$ cat config.mk
export PLATFORM = sky130hd
export DESIGN_NAME = stream_width_down
export DESIGN_NICKNAME = d
export VERILOG_FILES = /design/src/rtl/stream_width_down.sv
export SDC_FILE = /design/constraint.sdc
export NUM_CORES = 1
export LEC_CHECK = 0
export BUFFER_PORTS_ARGS = -buffer_cell sky130_fd_sc_hd__clkbuf_2
export CAP_MARGIN = 20
export CORE_MARGIN = 2
export CORE_UTILIZATION = 45
export CTS_BUF_LIST = sky130_fd_sc_hd__clkbuf_2 sky130_fd_sc_hd__clkbuf_4 sky130_fd_sc_hd__clkbuf_8
export CTS_CLUSTER_SIZE = 28
export DETAILED_ROUTE_END_ITERATION = 12
export HOLD_SLACK_MARGIN = 0.02
export PLACE_DENSITY = 0.7
export SLEW_MARGIN = 20
export SYNTH_ARGS = -nofsm -noshare
export SYNTH_HDL_FRONTEND = slang
export SYNTH_SLANG_ARGS = --single-unit
$ cat constraint.sdc
create_clock -name clk -period 3.55 [get_ports clk]
set_input_delay 0.1775 -clock clk [delete_from_list [all_inputs] [get_ports clk]]
set_output_delay 0.1775 -clock clk [all_outputs]
set_load 0.02 [all_outputs]
$ cat src/rtl/stream_width_down.sv
// Wide-to-narrow stream serializer: splits each wide word into up to RATIO
// narrow beats, LSB slice first, one beat per cycle with no inter-word bubble.
module stream_width_down #(
  parameter  int DATA_WIDTH = 32,
  parameter  int RATIO      = 4,
  localparam int NUM_WIDTH  = $clog2(RATIO) + 1
) (
  input  logic                        clk,
  input  logic                        rst_n,
  output logic                        w_ready_o,
  input  logic                        w_valid_i,
  input  logic [DATA_WIDTH*RATIO-1:0] w_data_i,
  input  logic [NUM_WIDTH-1:0]        w_num_i,
  output logic                        r_valid_o,
  input  logic                        r_ready_i,
  output logic [DATA_WIDTH-1:0]       r_data_o,
  output logic                        r_last_o
);

  localparam int IDX_W = $clog2(RATIO);

  typedef enum logic {EMPTY = 1'b0, HOLD = 1'b1} state_e;

  state_e                           state_q, state_d;
  logic [RATIO-1:0][DATA_WIDTH-1:0] buf_data_q, buf_data_d;
  logic [IDX_W-1:0]                 beat_idx_q, beat_idx_d;
  logic [IDX_W-1:0]                 beat_last_q, beat_last_d;
  logic [IDX_W-1:0]                 eff_last;
  logic                             buf_valid, push, pop;

  assign buf_valid = (state_q == HOLD);
  assign r_valid_o = buf_valid;
  assign r_data_o  = buf_data_q[beat_idx_q];
  assign r_last_o  = buf_valid && (beat_idx_q == beat_last_q);
  assign pop       = r_valid_o && r_ready_i;
  // Ready follows the consumer combinationally so the next word loads as the last beat leaves.
  assign w_ready_o = !buf_valid || (pop && r_last_o);
  assign push      = w_valid_i && w_ready_o;

  // Out-of-range beat counts (0 or > RATIO) mean a full word.
  always_comb begin
    if (w_num_i == '0 || w_num_i > NUM_WIDTH'(RATIO)) eff_last = IDX_W'(RATIO - 1);
    else                                              eff_last = IDX_W'(w_num_i - 1'b1);
  end

  always_comb begin
    state_d     = state_q;
    buf_data_d  = buf_data_q;
    beat_idx_d  = beat_idx_q;
    beat_last_d = beat_last_q;
    case (state_q)
      EMPTY: begin
        if (push) begin
          state_d     = HOLD;
          buf_data_d  = w_data_i;
          beat_idx_d  = '0;
          beat_last_d = eff_last;
        end
      end
      HOLD: begin
        if (pop && !r_last_o) begin
          beat_idx_d = beat_idx_q + 1'b1;
        end else if (pop && push) begin
          buf_data_d  = w_data_i;
          beat_idx_d  = '0;
          beat_last_d = eff_last;
        end else if (pop) begin
          state_d    = EMPTY;
          beat_idx_d = '0;
        end
      end
      default: state_d = EMPTY;
    endcase
  end

  always_ff @(posedge clk or negedge rst_n) begin
    if (!rst_n) begin
      state_q     <= EMPTY;
      buf_data_q  <= '0;
      beat_idx_q  <= '0;
      beat_last_q <= '0;
    end else begin
      state_q     <= state_d;
      buf_data_q  <= buf_data_d;
      beat_idx_q  <= beat_idx_d;
      beat_last_q <= beat_last_d;
    end
  end

`ifndef SYNTHESIS
  // Beats popped so far in the current word, and the word's effective length.
  logic [NUM_WIDTH-1:0] sva_cnt_q, sva_num_q;

  always_ff @(posedge clk or negedge rst_n) begin
    if (!rst_n) begin
      sva_cnt_q <= '0;
      sva_num_q <= '0;
    end else begin
      if (pop) begin
        assert (r_last_o == ((sva_cnt_q + NUM_WIDTH'(1)) == sva_num_q));
        sva_cnt_q <= r_last_o ? '0 : sva_cnt_q + NUM_WIDTH'(1);
      end
      if (push) sva_num_q <= NUM_WIDTH'(eff_last) + NUM_WIDTH'(1);
    end
  end

  a_stall_stable: assert property (@(posedge clk) disable iff (!rst_n)
    (r_valid_o && !r_ready_i) |=> (r_valid_o && $stable(r_data_o) && $stable(r_last_o)));
`endif

endmodule

==> flow_summary.json <==
{
  "fin_skew_ns": 0.01174,
  "grt_use_met2_pct": 34.73,
  "critical_path_class": "reg -> out",
  "fmax_mhz": 418.2,
  "drc": 0,
  "slew_viol_final": 0,
  "crit_path_max_fanout": 37,
  "muxShareOfSynthArea_pct": 40.25,
  "synth_compound_area_share_pct": 1.330,
  "endpoint_kind": "output pin",
  "pwr_density_cell_nw_per_um2": 908.0,
  "grt.total_usage_pct": 20.73,
  "hold_depth": 3,
  "synth_nets": 488,
  "slew_headroom_pct": 44.53,
  "synth_fa_ha_area_share_pct": 0.1928,
  "wl_per_cell_um": 18.02,
  "synth_xor_area_share_pct": 0.6362,
  "r2r_start": "beat_last_q[1]",
  "syn_area_per_cell_um2": 18.44,
  "met1_usage_pct": 24.48,
  "synth_top_family_by_area": "multiplexers",
  "hp-class": "in -> reg",
  "core_um2": 13990,
  "fin_crit_ns": 2.391,
  "grt_max_degree": 89,
  "ir_drop_uv": 577.9,
  "fill_cells": 986,
  "setup_tns_ns": 0,
  "outcome": "finished, final reports clean",
  "dr.first_iter.drc_count": 185,
  "hold_path_end": "r_valid_o",
  "wl_um": 15240,
  "rr_worst_depth": 5,
  "num_vias": 4200,
  "crit_path_start_kind": "flop",
  "crit_chain": "buf_4 -> mux4_2 -> clkbuf_2",
  "tritoncts": "built",
  "grt_pass1_vias": 4713,
  "first_pass_iters": 4,
  "synth_cell_types": 28,
  "reg2reg_to": "buf_data_q[33]",
  "rows": 43,
  "dp_hpwl_um": 8768,
  "gp_congestion": 0.7699,
  "viasPerCell": 4.965,
  "final-setup-viol-count": 0,
  "met3_usage_pct": 7.097,
  "antenna_found_initial": 1,
  "arrival_ns": 2.21,
  "critical_path.slowest_cell": "mux4_2",
  "finalNetCount": 790,
  "cts_buffer_depth": 2,
  "grt_pass1_wl_um": 23570,
  "yosysWarnings": 0,
  "finalCritPeriodShare_pct": 67.36,
  "maxCapViolCount": 0,
  "start_util_pct": 46.40,
  "drive_gt1_share_pct": 55.72,
  "dieArea_um2": 15400,
  "die_y_um": 124.1,
  "clock_latency_ns": 0.44,
  "yosysSeqAreaShare_pct": 51.28,
  "reg2reg_slack_ns": 1.55,
  "cts_root_buf": "clkbuf_8",
  "postRouteAntennaNets": 0,
  "ios": 170,
  "postSynth.asyncResetShare_pct": 100.0,
  "cp_data_required_time_ns": 3.37,
  "rsz0062_at_grt": "false",
  "cts.reportedPaths.clkPinSlew_ns": 0.07,
  "place_ws_ns": 1.592,
  "slowest_delay_ns": 0.62,
  "synthSimpleGateAreaFrac_pct": 1.292,
  "grt-ovfl-total": 0,
  "cts_buffers": 17,
  "htreeDepth": 4,
  "dominantRegCellSynth": "dfrtp_1",
  "clock-sinks": 133,
  "syn-cell-area_um2": 6490,
  "portBuffers": 169,
  "die_w_um": 124.1,
  "worst_slack_ns": 1.159,
  "synth-seq-cells": 133,
  "top_usage_layer": "met2",
  "synth-edff-count": 0,
  "leakagePower_nw": 4.513,
  "min_from": "r_ready_i",
  "area_growth_pct": 39.41,
  "startpoint": "beat_idx_q[0]",
  "netlist_instances": 352,
  "worst_pin_slew_ns": 0.8321,
  "hold_viol": 0
}
==> through the flow <==
stage	power, W	util (%)	std cells	instance area, um^2	hold slack (ns)
floorplan	0.006106	-	352	6490	-0.1181
global placement	0.006651	52.41	685	7331	0.2893
detailed placement	0.006770	52.41	685	7331	0.2952
CTS	0.008236	64.64	844	9042	0.02169
global route	0.008681	64.66	845	9045	0.04946
finish	0.008215	64.68	846	9047	0.06191
==> Yosys cell counts, drive strengths merged (2+ instances only) <==
master / count / area, um^2
nor2b: 2 / 12.51
inv: 3 / 11.26
nor2: 4 / 17.52
a21oi: 2 / 10.01
nand2: 7 / 26.28
buf: 19 / 302.8
dfrtp: 133 / 3328
o21ai: 4 / 20.02
xor2: 2 / 32.53
mux4: 32 / 720.7
a22oi: 2 / 15.01
clkbuf: 3 / 11.26
mux2: 128 / 1892
==> cell usage in the layout, fill, tap and decap left out, drive strengths merged, types with 2 or more instances in the layout <==
cell type    count
mux2           128
clkbuf         194
xor2             2
o21ai            4
dfrtp          133
nor2b            2
nand2            7
a22oi            2
diode            2
inv              3
a21oi            2
dlygate4sd3    130
buf              7
nor2             4
bufinv           2
mux4            32
==> worst max-delay path: cells and delay by family (launching register included) <==
family | cells | cell delay, ns
multiplexers | 1 | 0.62
flip-flops | 1 | 0.38
buffers and inverters | 2 | 0.76
==> logic make-up after synthesis <==
| logic type | Yosys count |
|---|---|
| compound gates | 13 |
| flops | 133 |
| buf+inv | 25 |
| simple gates | 17 |
| mux | 160 |
| fa+ha+maj | 1 |
| xor+xnor | 3 |
==> layout make-up <==
type / instances / area (um^2) / share of cell area, %
tap: 180 / 225.2 / 2.489
inverter: 3 / 11.26 / 0.1245
multi-input combinational: 194 / 2841 / 31.41
timing repair buffer: 305 / 2223 / 24.57
sequential: 133 / 3331 / 36.81
clock inverter: 3 / 65.06 / 0.7191
clock buffer: 26 / 345.3 / 3.817
antenna: 2 / 5.005 / 0.05532
==> flip-flops by register name, summed over array words and instances (netlist names) <==
| name | count |
|---|---|
| buf_data_q | 128 |
| r_valid_o | 1 |
| beat_idx_q | 2 |
| beat_last_q | 2 |
==> what timing repair did <==
action	in CTS	in global routing
hold endpoints to repair	215	0
resized for setup	0	0
setup buffers	0	0
setup endpoints to repair	0	0
hold buffers	130	0
==> how the worst max path moves through the flow <==
stage	end	slack, ns
6_report	r_data_o[26]	1.16
5_1_grt	r_data_o[26]	0.99
4_1_cts	r_data_o[26]	1.09
3_5_place_dp	r_data_o[26]	1.59
3_3_place_gp	r_data_o[28]	1.58
2_1_floorplan	r_data_o[0]	1.80
==> per-layer routing <==
metal	wire, um	vias to the layer above
met3	924	28
met4	352	0
li1	-	1903
met2	7708	152
met1	6256	2117
met5	0	-
==> where the power goes <==
part / leakage, nW / total, W / internal (W) / switching (W)
clock network: 0.214 / 0.00131 / 0.000760 / 0.000548
logic: 2.73 / 0.00412 / 0.00243 / 0.00170
registers: 1.57 / 0.00278 / 0.00231 / 0.000468
Power figures use the tool's default switching activity.
